## config.mk

```make
export PLATFORM = sky130hd
export DESIGN_NAME = fsm_countdown
export DESIGN_NICKNAME = d
export VERILOG_FILES = /design/src/rtl/fsm_countdown.sv
export SDC_FILE = /design/constraint.sdc
export NUM_CORES = 1
export LEC_CHECK = 0
export CORE_ASPECT_RATIO = 2
export CORE_MARGIN = 3
export CORE_UTILIZATION = 53
export CTS_CLUSTER_DIAMETER = 50
export CTS_CLUSTER_SIZE = 25
export DETAILED_ROUTE_END_ITERATION = 6
export GPL_ROUTABILITY_DRIVEN = 0
export HOLD_SLACK_MARGIN = 0.02
export PLACE_DENSITY_LB_ADDON = 0.25
export SYNTH_ARGS = -nofsm -noshare
export SYNTH_HDL_FRONTEND = slang
export SYNTH_SLANG_ARGS = --single-unit
```

## constraint.sdc

```tcl
create_clock -name clk -period 2.55 [get_ports clk]
set_clock_uncertainty 0.2 [all_clocks]
set_input_delay 0.51 -clock clk [delete_from_list [all_inputs] [get_ports clk]]
set_output_delay 0.51 -clock clk [all_outputs]
set_load 0.02 [all_outputs]
```

## src/rtl/fsm_countdown.sv

```systemverilog
// fsm_countdown: debounced-button countdown sequencer with a one-cycle divider tick enable.
// States: IDLE (led=0, waiting for a press) | COUNTING (led steps down once per tick, done_sig on expiry).
module fsm_countdown #(
  parameter int unsigned CLK_DIV         = 1500000,
  parameter int unsigned DEBOUNCE_CYCLES = 120000,
  parameter logic [3:0]  START_COUNT     = 4'hF
) (
  input  logic       clk,
  input  logic       rst,
  input  logic       go_btn,
  output logic [3:0] led,
  output logic       busy,
  output logic       done_sig
);

  localparam int unsigned DIV_W = (CLK_DIV > 2) ? $clog2(CLK_DIV) : 1;
  localparam int unsigned DEB_W = (DEBOUNCE_CYCLES > 2) ? $clog2(DEBOUNCE_CYCLES) : 1;
  localparam logic [DIV_W-1:0] DIV_LAST = DIV_W'(CLK_DIV - 1);
  localparam logic [DEB_W-1:0] DEB_LAST = DEB_W'(DEBOUNCE_CYCLES - 1);

  typedef enum logic [1:0] {
    IDLE     = 2'd0,
    COUNTING = 2'd1,
    RSVD2    = 2'd2,
    RSVD3    = 2'd3
  } state_e;

  state_e           state_q, state_d;
  logic [3:0]       led_q, led_d;
  logic             busy_q, busy_d;
  logic             done_q, done_d;
  logic [DIV_W-1:0] div_cnt_q, div_cnt_d;
  logic [DEB_W-1:0] deb_cnt_q, deb_cnt_d;
  logic             sync1_q, sync1_d;
  logic             sync2_q, sync2_d;
  logic             go_stable_q, go_stable_d;
  logic             go_prev_q, go_prev_d;
  logic             go_sync;
  logic             go_press;
  logic             tick;

  always_ff @(posedge clk) begin
    if (rst) begin
      state_q     <= IDLE;
      led_q       <= '0;
      busy_q      <= 1'b0;
      done_q      <= 1'b0;
      div_cnt_q   <= '0;
      deb_cnt_q   <= '0;
      sync1_q     <= 1'b1;
      sync2_q     <= 1'b1;
      go_stable_q <= 1'b0;
      go_prev_q   <= 1'b0;
    end else begin
      state_q     <= state_d;
      led_q       <= led_d;
      busy_q      <= busy_d;
      done_q      <= done_d;
      div_cnt_q   <= div_cnt_d;
      deb_cnt_q   <= deb_cnt_d;
      sync1_q     <= sync1_d;
      sync2_q     <= sync2_d;
      go_stable_q <= go_stable_d;
      go_prev_q   <= go_prev_d;
    end
  end

  always_comb begin
    sync1_d     = go_btn;
    sync2_d     = sync1_q;
    go_sync     = ~sync2_q;
    go_prev_d   = go_stable_q;
    go_stable_d = go_stable_q;
    deb_cnt_d   = '0;
    // Level must disagree with the stable value for a full window before it is accepted.
    if (go_sync != go_stable_q) begin
      if (deb_cnt_q == DEB_LAST) begin
        go_stable_d = go_sync;
      end else begin
        deb_cnt_d = deb_cnt_q + 1'b1;
      end
    end
    go_press = go_stable_q & ~go_prev_q;
    tick     = (div_cnt_q == DIV_LAST);

    state_d   = state_q;
    led_d     = led_q;
    busy_d    = busy_q;
    done_d    = 1'b0;
    div_cnt_d = '0;
    case (state_q)
      IDLE: begin
        led_d  = '0;
        busy_d = 1'b0;
        if (go_press) begin
          led_d   = START_COUNT;
          busy_d  = 1'b1;
          state_d = COUNTING;
        end
      end
      COUNTING: begin
        busy_d = 1'b1;
        if (tick) begin
          if (led_q != 4'd0) begin
            led_d = led_q - 4'd1;
          end else begin
            state_d = IDLE;
            busy_d  = 1'b0;
            done_d  = 1'b1;
          end
        end else begin
          div_cnt_d = div_cnt_q + 1'b1;
        end
      end
      default: begin
        state_d = IDLE;
        led_d   = '0;
        busy_d  = 1'b0;
      end
    endcase
  end

  assign led      = led_q;
  assign busy     = busy_q;
  assign done_sig = done_q;

endmodule

```

==> flow_summary.toml, run 1 <==
[run_status]
status = "complete, no violations"

[place]
place_inst = 298
post-dp-hpwl_mm = 3.20
port-buffer-count = 8
place_worst_setup_slack_ns = 0.272
placed_cell_area_mm2 = 0.00230

[min_path]
min-delay-start = "sync1_q$_SDFF_PP1_"
hp-class = "register to register"

[critical_path]
endpoint = "div_cnt_q[13]$_SDFF_PP0_"
arrival_ns = 2.32
ff2ff_path_depth = 5
cp_max_fo = 20
rrSetupSlack_ns = 0.22
cp-end-kind = "register"
reg2reg_from = "div_cnt_q[6]$_SDFF_PP0_"
crit_type = "register to register"
worst_setup_path_start_kind = "register"
worstPathRequired_ns = 2.54
crit_start = "div_cnt_q[6]$_SDFF_PP0_"
reg2reg_to = "div_cnt_q[13]$_SDFF_PP0_"

[global_routing]
grt_pass1_vias = 1783
grt_pass1_wl_mm = 8.01
antenna_found_initial = 0
track_usage_pct = 20.8
overflow = 0
grt_max_degree = 21

[cells_and_area]
final_common_cell = "dfxtp_1"
layout_common_cells = "dfxtp_1 (49), nor2_1 (38), nand4_1 (16), xnor2_1 (16), xor2_1 (15)"
final_cell_count_no_fill = 306
postLayoutCellArea_mm2 = 0.00244
fillCellCount = 389
layout-drive-gt1-share_pct = 7.45
area_delta_synth_final_pct = 11.2
fin_nets = 260
antennaDiodeCount = 0

[routing]
routed_via_density = 5.75
routedWlPerCell_um = 14.8
drtIter0Drc = 42
wl_mm = 4.54
ant_nets = 0
num_vias = 1758
firstDrtPassIters = 4
drc = 0

[job]
maxCapViolCount = 0

[timing]
setup_viol = 0
period_share_pct = 91.4
fmax_mhz = 429
tightest_slew_ns = 0.601
maxSlewHeadroom_pct = 59.6
setup_slack_ns = 0.220
setup_tns_ns = 0
rsz0062_at_grt = "no"
worst_hold_slack_ns = 0.213
hold_viol_final = 0
final-max-slew-violation-count = 0
period_minus_slack_ns = 2.33

[clocking]
clockBufferDepth = 2
h-tree-depth = 2
path_clk_slew_ns = 0.10
cts_resized = 0
tritoncts = "yes"
clock_sink_count = 49
cts-root-buf = "clkbuf_8"
cts_hold_buf = 0
clkLatencyLatePin_ns = 0.31
cts_made_buffers = 5
post_cts_buffers = 0

[pwr]
seqPwrFrac_pct = 53.2
p_comb_share_pct = 0.7
p_clk_share_pct = 46.2
switching_share_pct = 19.2
power_switching_w = 0.000278
p_leak_nw = 0.760
powerDensity_mw_per_mm2 = 591
peakVddDrop_v = 0.000482
intPower_w = 0.00117

[synthesis]
synth_edf_count = 0
synth-seq-cells = 49
syn_avg_cell_area_um2 = 8.97
syn_area_mm2 = 0.00220
syn-num-nets = 251
ys_seq_area_share_pct = 44.6
syn_inst = 245
yosysWarnings = 0
synthFlopType = "dfxtp_1"
async_reset_ff_share_pct = 0
synth.distinct_cells = 42

[die]
start_util_pct = 56.0
dieArea_mm2 = 0.00500
coreArea_mm2 = 0.00392
rows = 32
ios = 9
die_y_um = 97.1
die_x_um = 51.5
==> routing by layer <==
layer  GRT usage, %  part of all wire, %  vias to the layer above
li1               -                    -                      883
met1           22.1                   38                      820
met2           35.5                   55                       35
met3           4.61                  2.2                       20
met4           12.9                  4.7                        0
met5              0                    0                        -
==> synthesized netlist by cell type, types with 5 or more instances <==
cell type | instances | area share [%]
xnor2_1 | 16 | 6.4
nand3_1 | 13 | 3.0
and4_1 | 5 | 2.0
o21ai_0 | 6 | 1.4
nand4_1 | 16 | 4.6
nor2_1 | 38 | 6.5
or3_1 | 5 | 1.4
xor2_1 | 15 | 6.0
nor4_1 | 7 | 2.0
inv_1 | 10 | 1.7
a21oi_1 | 9 | 2.0
and3_1 | 5 | 1.4
nand2_1 | 6 | 1.0
dfxtp_1 | 49 | 45
==> worst min-delay path by stage <==
| stage | end | cells past startpoint |
|---|---|---|
| 6_report | sync2_q$_SDFF_PP1_ | 1 |
| 5_1_grt | sync2_q$_SDFF_PP1_ | 1 |
| 4_1_cts | sync2_q$_SDFF_PP1_ | 1 |
| 3_5_place_dp | sync2_q$_SDFF_PP1_ | 1 |
| 3_3_place_gp | sync2_q$_SDFF_PP1_ | 1 |
| 2_1_floorplan | sync2_q$_SDFF_PP1_ | 1 |
==> cell families after synthesis <==
family	count (synthesis)	synth area share, %
AOI/OAI and AO/OA	28	8.03
xor gates and xnor gates	31	12.4
adders and majority gates	3	1.71
buffers and inverters	18	4.04
DFF	49	44.6
and+or+nand+nor	116	29.2
==> registers in the layout, indices dropped and copies added, names as in the netlist <==
signal,cells
go_prev_q,1
sync2_q,1
deb_cnt_q,17
led,4
div_cnt_q,21
sync1_q,1
go_prev_d,1
busy,1
done_sig,1
state_q,1
==> per-stage QoR <==
stage / util, % / total power (W)
final: 62.2 / 0.00144
after floorplan: - / 0.000790
after global placement: 58.7 / 0.000795
after CTS: 62.2 / 0.00145
after global routing: 62.2 / 0.00148
after detailed placement: 58.7 / 0.000795
==> area by class of cell <==
type / count / area, um^2 / area share, %
clock inverter: 3 / 68.8 / 2.82
tap: 51 / 63.8 / 2.61
inverter: 10 / 37.5 / 1.54
sequential: 49 / 981 / 40.2
multi-input combinational: 178 / 1130 / 46.2
clock buffer: 5 / 68.8 / 2.82
timing repair buffer: 10 / 95.1 / 3.89
==> worst max-delay path, stage by stage (launching register included) <==
cell	delay [ns]
dfxtp_1	0.40
or4b_4	0.49
nor4_2	0.57
a21o_1	0.20
buf_4	0.24
nor2_1	0.10
==> power by group through the flow <==
stage	registers [W]	logic, W	clock network, W
after floorplan	0.000785	0.00000480	0
after global placement	0.000786	0.00000968	0
after detailed placement	0.000785	0.00000977	0
after CTS	0.000768	0.00000996	0.000676
after global routing	0.000768	0.0000109	0.000702
final	0.000768	0.00000973	0.000667
Note: power is estimated with default switching activity, not from simulation.
==> run 2: changes to the inputs <==
--- a/config.mk
+++ b/config.mk
@@ -5,6 +5,7 @@
 export SDC_FILE = /design/constraint.sdc
 export NUM_CORES = 1
 export LEC_CHECK = 0
+export CAP_MARGIN = 20
 export CORE_ASPECT_RATIO = 2
 export CORE_MARGIN = 3
 export CORE_UTILIZATION = 53
==> results of run 2 <==
Same layout as run 1: the final DEF is identical, and so are final timing and power.
==> run 3: changes to the inputs <==
--- a/config.mk
+++ b/config.mk
@@ -15,6 +15,7 @@
 export GPL_ROUTABILITY_DRIVEN = 0
 export HOLD_SLACK_MARGIN = 0.02
 export PLACE_DENSITY_LB_ADDON = 0.25
+export SETUP_SLACK_MARGIN = 0.5
 export SYNTH_ARGS = -nofsm -noshare
 export SYNTH_HDL_FRONTEND = slang
 export SYNTH_SLANG_ARGS = --single-unit
==> run 3 against run 2 <==
Net effect:
- sequential power barely moved
- core utilization increased by 1.6 points
- wire length grew 3.1%
==> flow_summary.toml, run 3 (synthesized netlist as in run 1, its figures left out) <==
[run_status]
status = "complete, no violations"

[timing]
tightest_slew_ns = 0.541
fmax_mhz = 503
setup_viol = 0
setup_tns_ns = 0
setup_slack_ns = 0.561
maxSlewHeadroom_pct = 63.8
rsz0062_at_grt = "no"
hold_viol_final = 0
period_minus_slack_ns = 1.99
period_share_pct = 78.0
final-max-slew-violation-count = 0

[place]
place_inst = 298
place_worst_setup_slack_ns = 0.272
port-buffer-count = 8
post-dp-hpwl_mm = 3.20

[pwr]
p_comb_share_pct = 0.7
peakVddDrop_v = 0.000473
powerDensity_mw_per_mm2 = 576
power_switching_w = 0.000278
intPower_w = 0.00117
switching_share_pct = 19.3
p_clk_share_pct = 46.1
p_leak_nw = 0.831
seqPwrFrac_pct = 53.1

[global_routing]
grt_max_degree = 21
grt_pass1_wl_mm = 8.09
grt_pass1_vias = 1812
track_usage_pct = 20.9
overflow = 0
antenna_found_initial = 0

[cells_and_area]
layout_common_cells = "dfxtp_1 (47), nor2_1 (38), nand4_1 (16), xnor2_1 (16), xor2_1 (15)"
top_register = "div_cnt_q"
antennaDiodeCount = 0
area_delta_synth_final_pct = 14.1
fin_nets = 264
final_common_cell = "dfxtp_1"
layout-drive-gt1-share_pct = 10.8
largest_reg_flops = 21
final_util_pct = 63.9
final_cell_count_no_fill = 310

[routing]
wl_mm = 4.68
routed_via_density = 5.76
ant_nets = 0
firstDrtPassIters = 4
drtIter0Drc = 28
routedWlPerCell_um = 15.1
drc = 0
num_vias = 1787

[critical_path]
rrSetupSlack_ns = 0.56
worstPathRequired_ns = 2.56
cp-end-kind = "register"
ff2ff_path_depth = 5
crit_type = "register to register"
cp_max_fo = 5
crit_start = "div_cnt_q[10]$_SDFF_PP0_"
reg2reg_from = "div_cnt_q[10]$_SDFF_PP0_"
arrival_ns = 2.00
worst_setup_path_start_kind = "register"

[job]
maxCapViolCount = 0

[clocking]
cts_made_buffers = 5
clkLatencyLatePin_ns = 0.31
clockBufferDepth = 2
tritoncts = "yes"
clock_sink_count = 49
cts_hold_buf = 0
h-tree-depth = 2
cts-root-buf = "clkbuf_8"
path_clk_slew_ns = 0.10

[die]
ios = 9
dieArea_mm2 = 0.00500
coreArea_mm2 = 0.00392
die_x_um = 51.5
die_y_um = 97.1
rows = 32
start_util_pct = 56.0

[min_path]
min-delay-start = "sync1_q$_SDFF_PP1_"
min_path_cells = 1
hp-class = "register to register"
-- run 3: cell count changes in the layout (fill, tap and decap cells not counted), sizes merged --
| cell | before | now |
|---|---|---|
| dlygate4sd2 | 0 | 3 |
| dlymetal6s2s | 0 | 1 |
| clkdlybuf4s50 | 8 | 4 |
| buf | 2 | 6 |
-- run 3: worst max-delay path, stage by stage (launching register included) --
cell      delay, ns
dfxtp_2        0.33
or4b_4         0.55
nor4_4         0.27
buf_4          0.19
a211oi_1       0.09
a211o_1        0.27
-- run 3: metal layers --
layer | vias up | track usage, % | share of wire (%)
li1 | 892 | - | -
met5 | - | 0 | 0
met4 | 0 | 14.1 | 3.8
met3 | 18 | 4.76 | 2.5
met1 | 843 | 22.2 | 37
met2 | 34 | 35.1 | 56
-- run 3: path summary, 6_finish.rpt --
check                         to
min           sync2_q$_SDFF_PP1_
min reg2reg   sync2_q$_SDFF_PP1_
max reg2reg  led[3]$_SDFFE_PP0P_
max          led[3]$_SDFFE_PP0P_
-- run 3: layout make-up --
class | instances | area (um^2)
fill | 385 | 1420
clock inverter | 3 | 68.8
clock buffer | 5 | 68.8
sequential | 49 | 983
timing repair buffer | 14 | 124
multi-input combinational | 178 | 1160
tap | 51 | 63.8
inverter | 10 | 37.5
-- run 3: power groups by stage --
stage                     Combinational, W  Sequential [W]  Clock (W)
after floorplan                 0.00000480        0.000785          0
after global placement          0.00000968        0.000786          0
after detailed placement        0.00000977        0.000785          0
after CTS                        0.0000100        0.000768   0.000676
after global routing             0.0000116        0.000768   0.000702
final                            0.0000106        0.000767   0.000667
-- run 3: metrics by stage --
step | hold slack [ns] | area [um^2] | power (W)
detailed placement | 0.194 | 2300 | 0.000795
CTS | 0.214 | 2470 | 0.00145
finish | 0.212 | 2510 | 0.00144
global placement | 0.193 | 2300 | 0.000795
floorplan | 0.189 | 2200 | 0.000790
global route | 0.231 | 2510 | 0.00148
-- run 3: timing repair --
item / 4_1_cts / 5_1_grt
setup buffers: 1 / 3
gates cloned: 0 / 0
resized for setup: 9 / 4
endpoints found under the setup margin: 43 / 39
pin swaps: 3 / 3
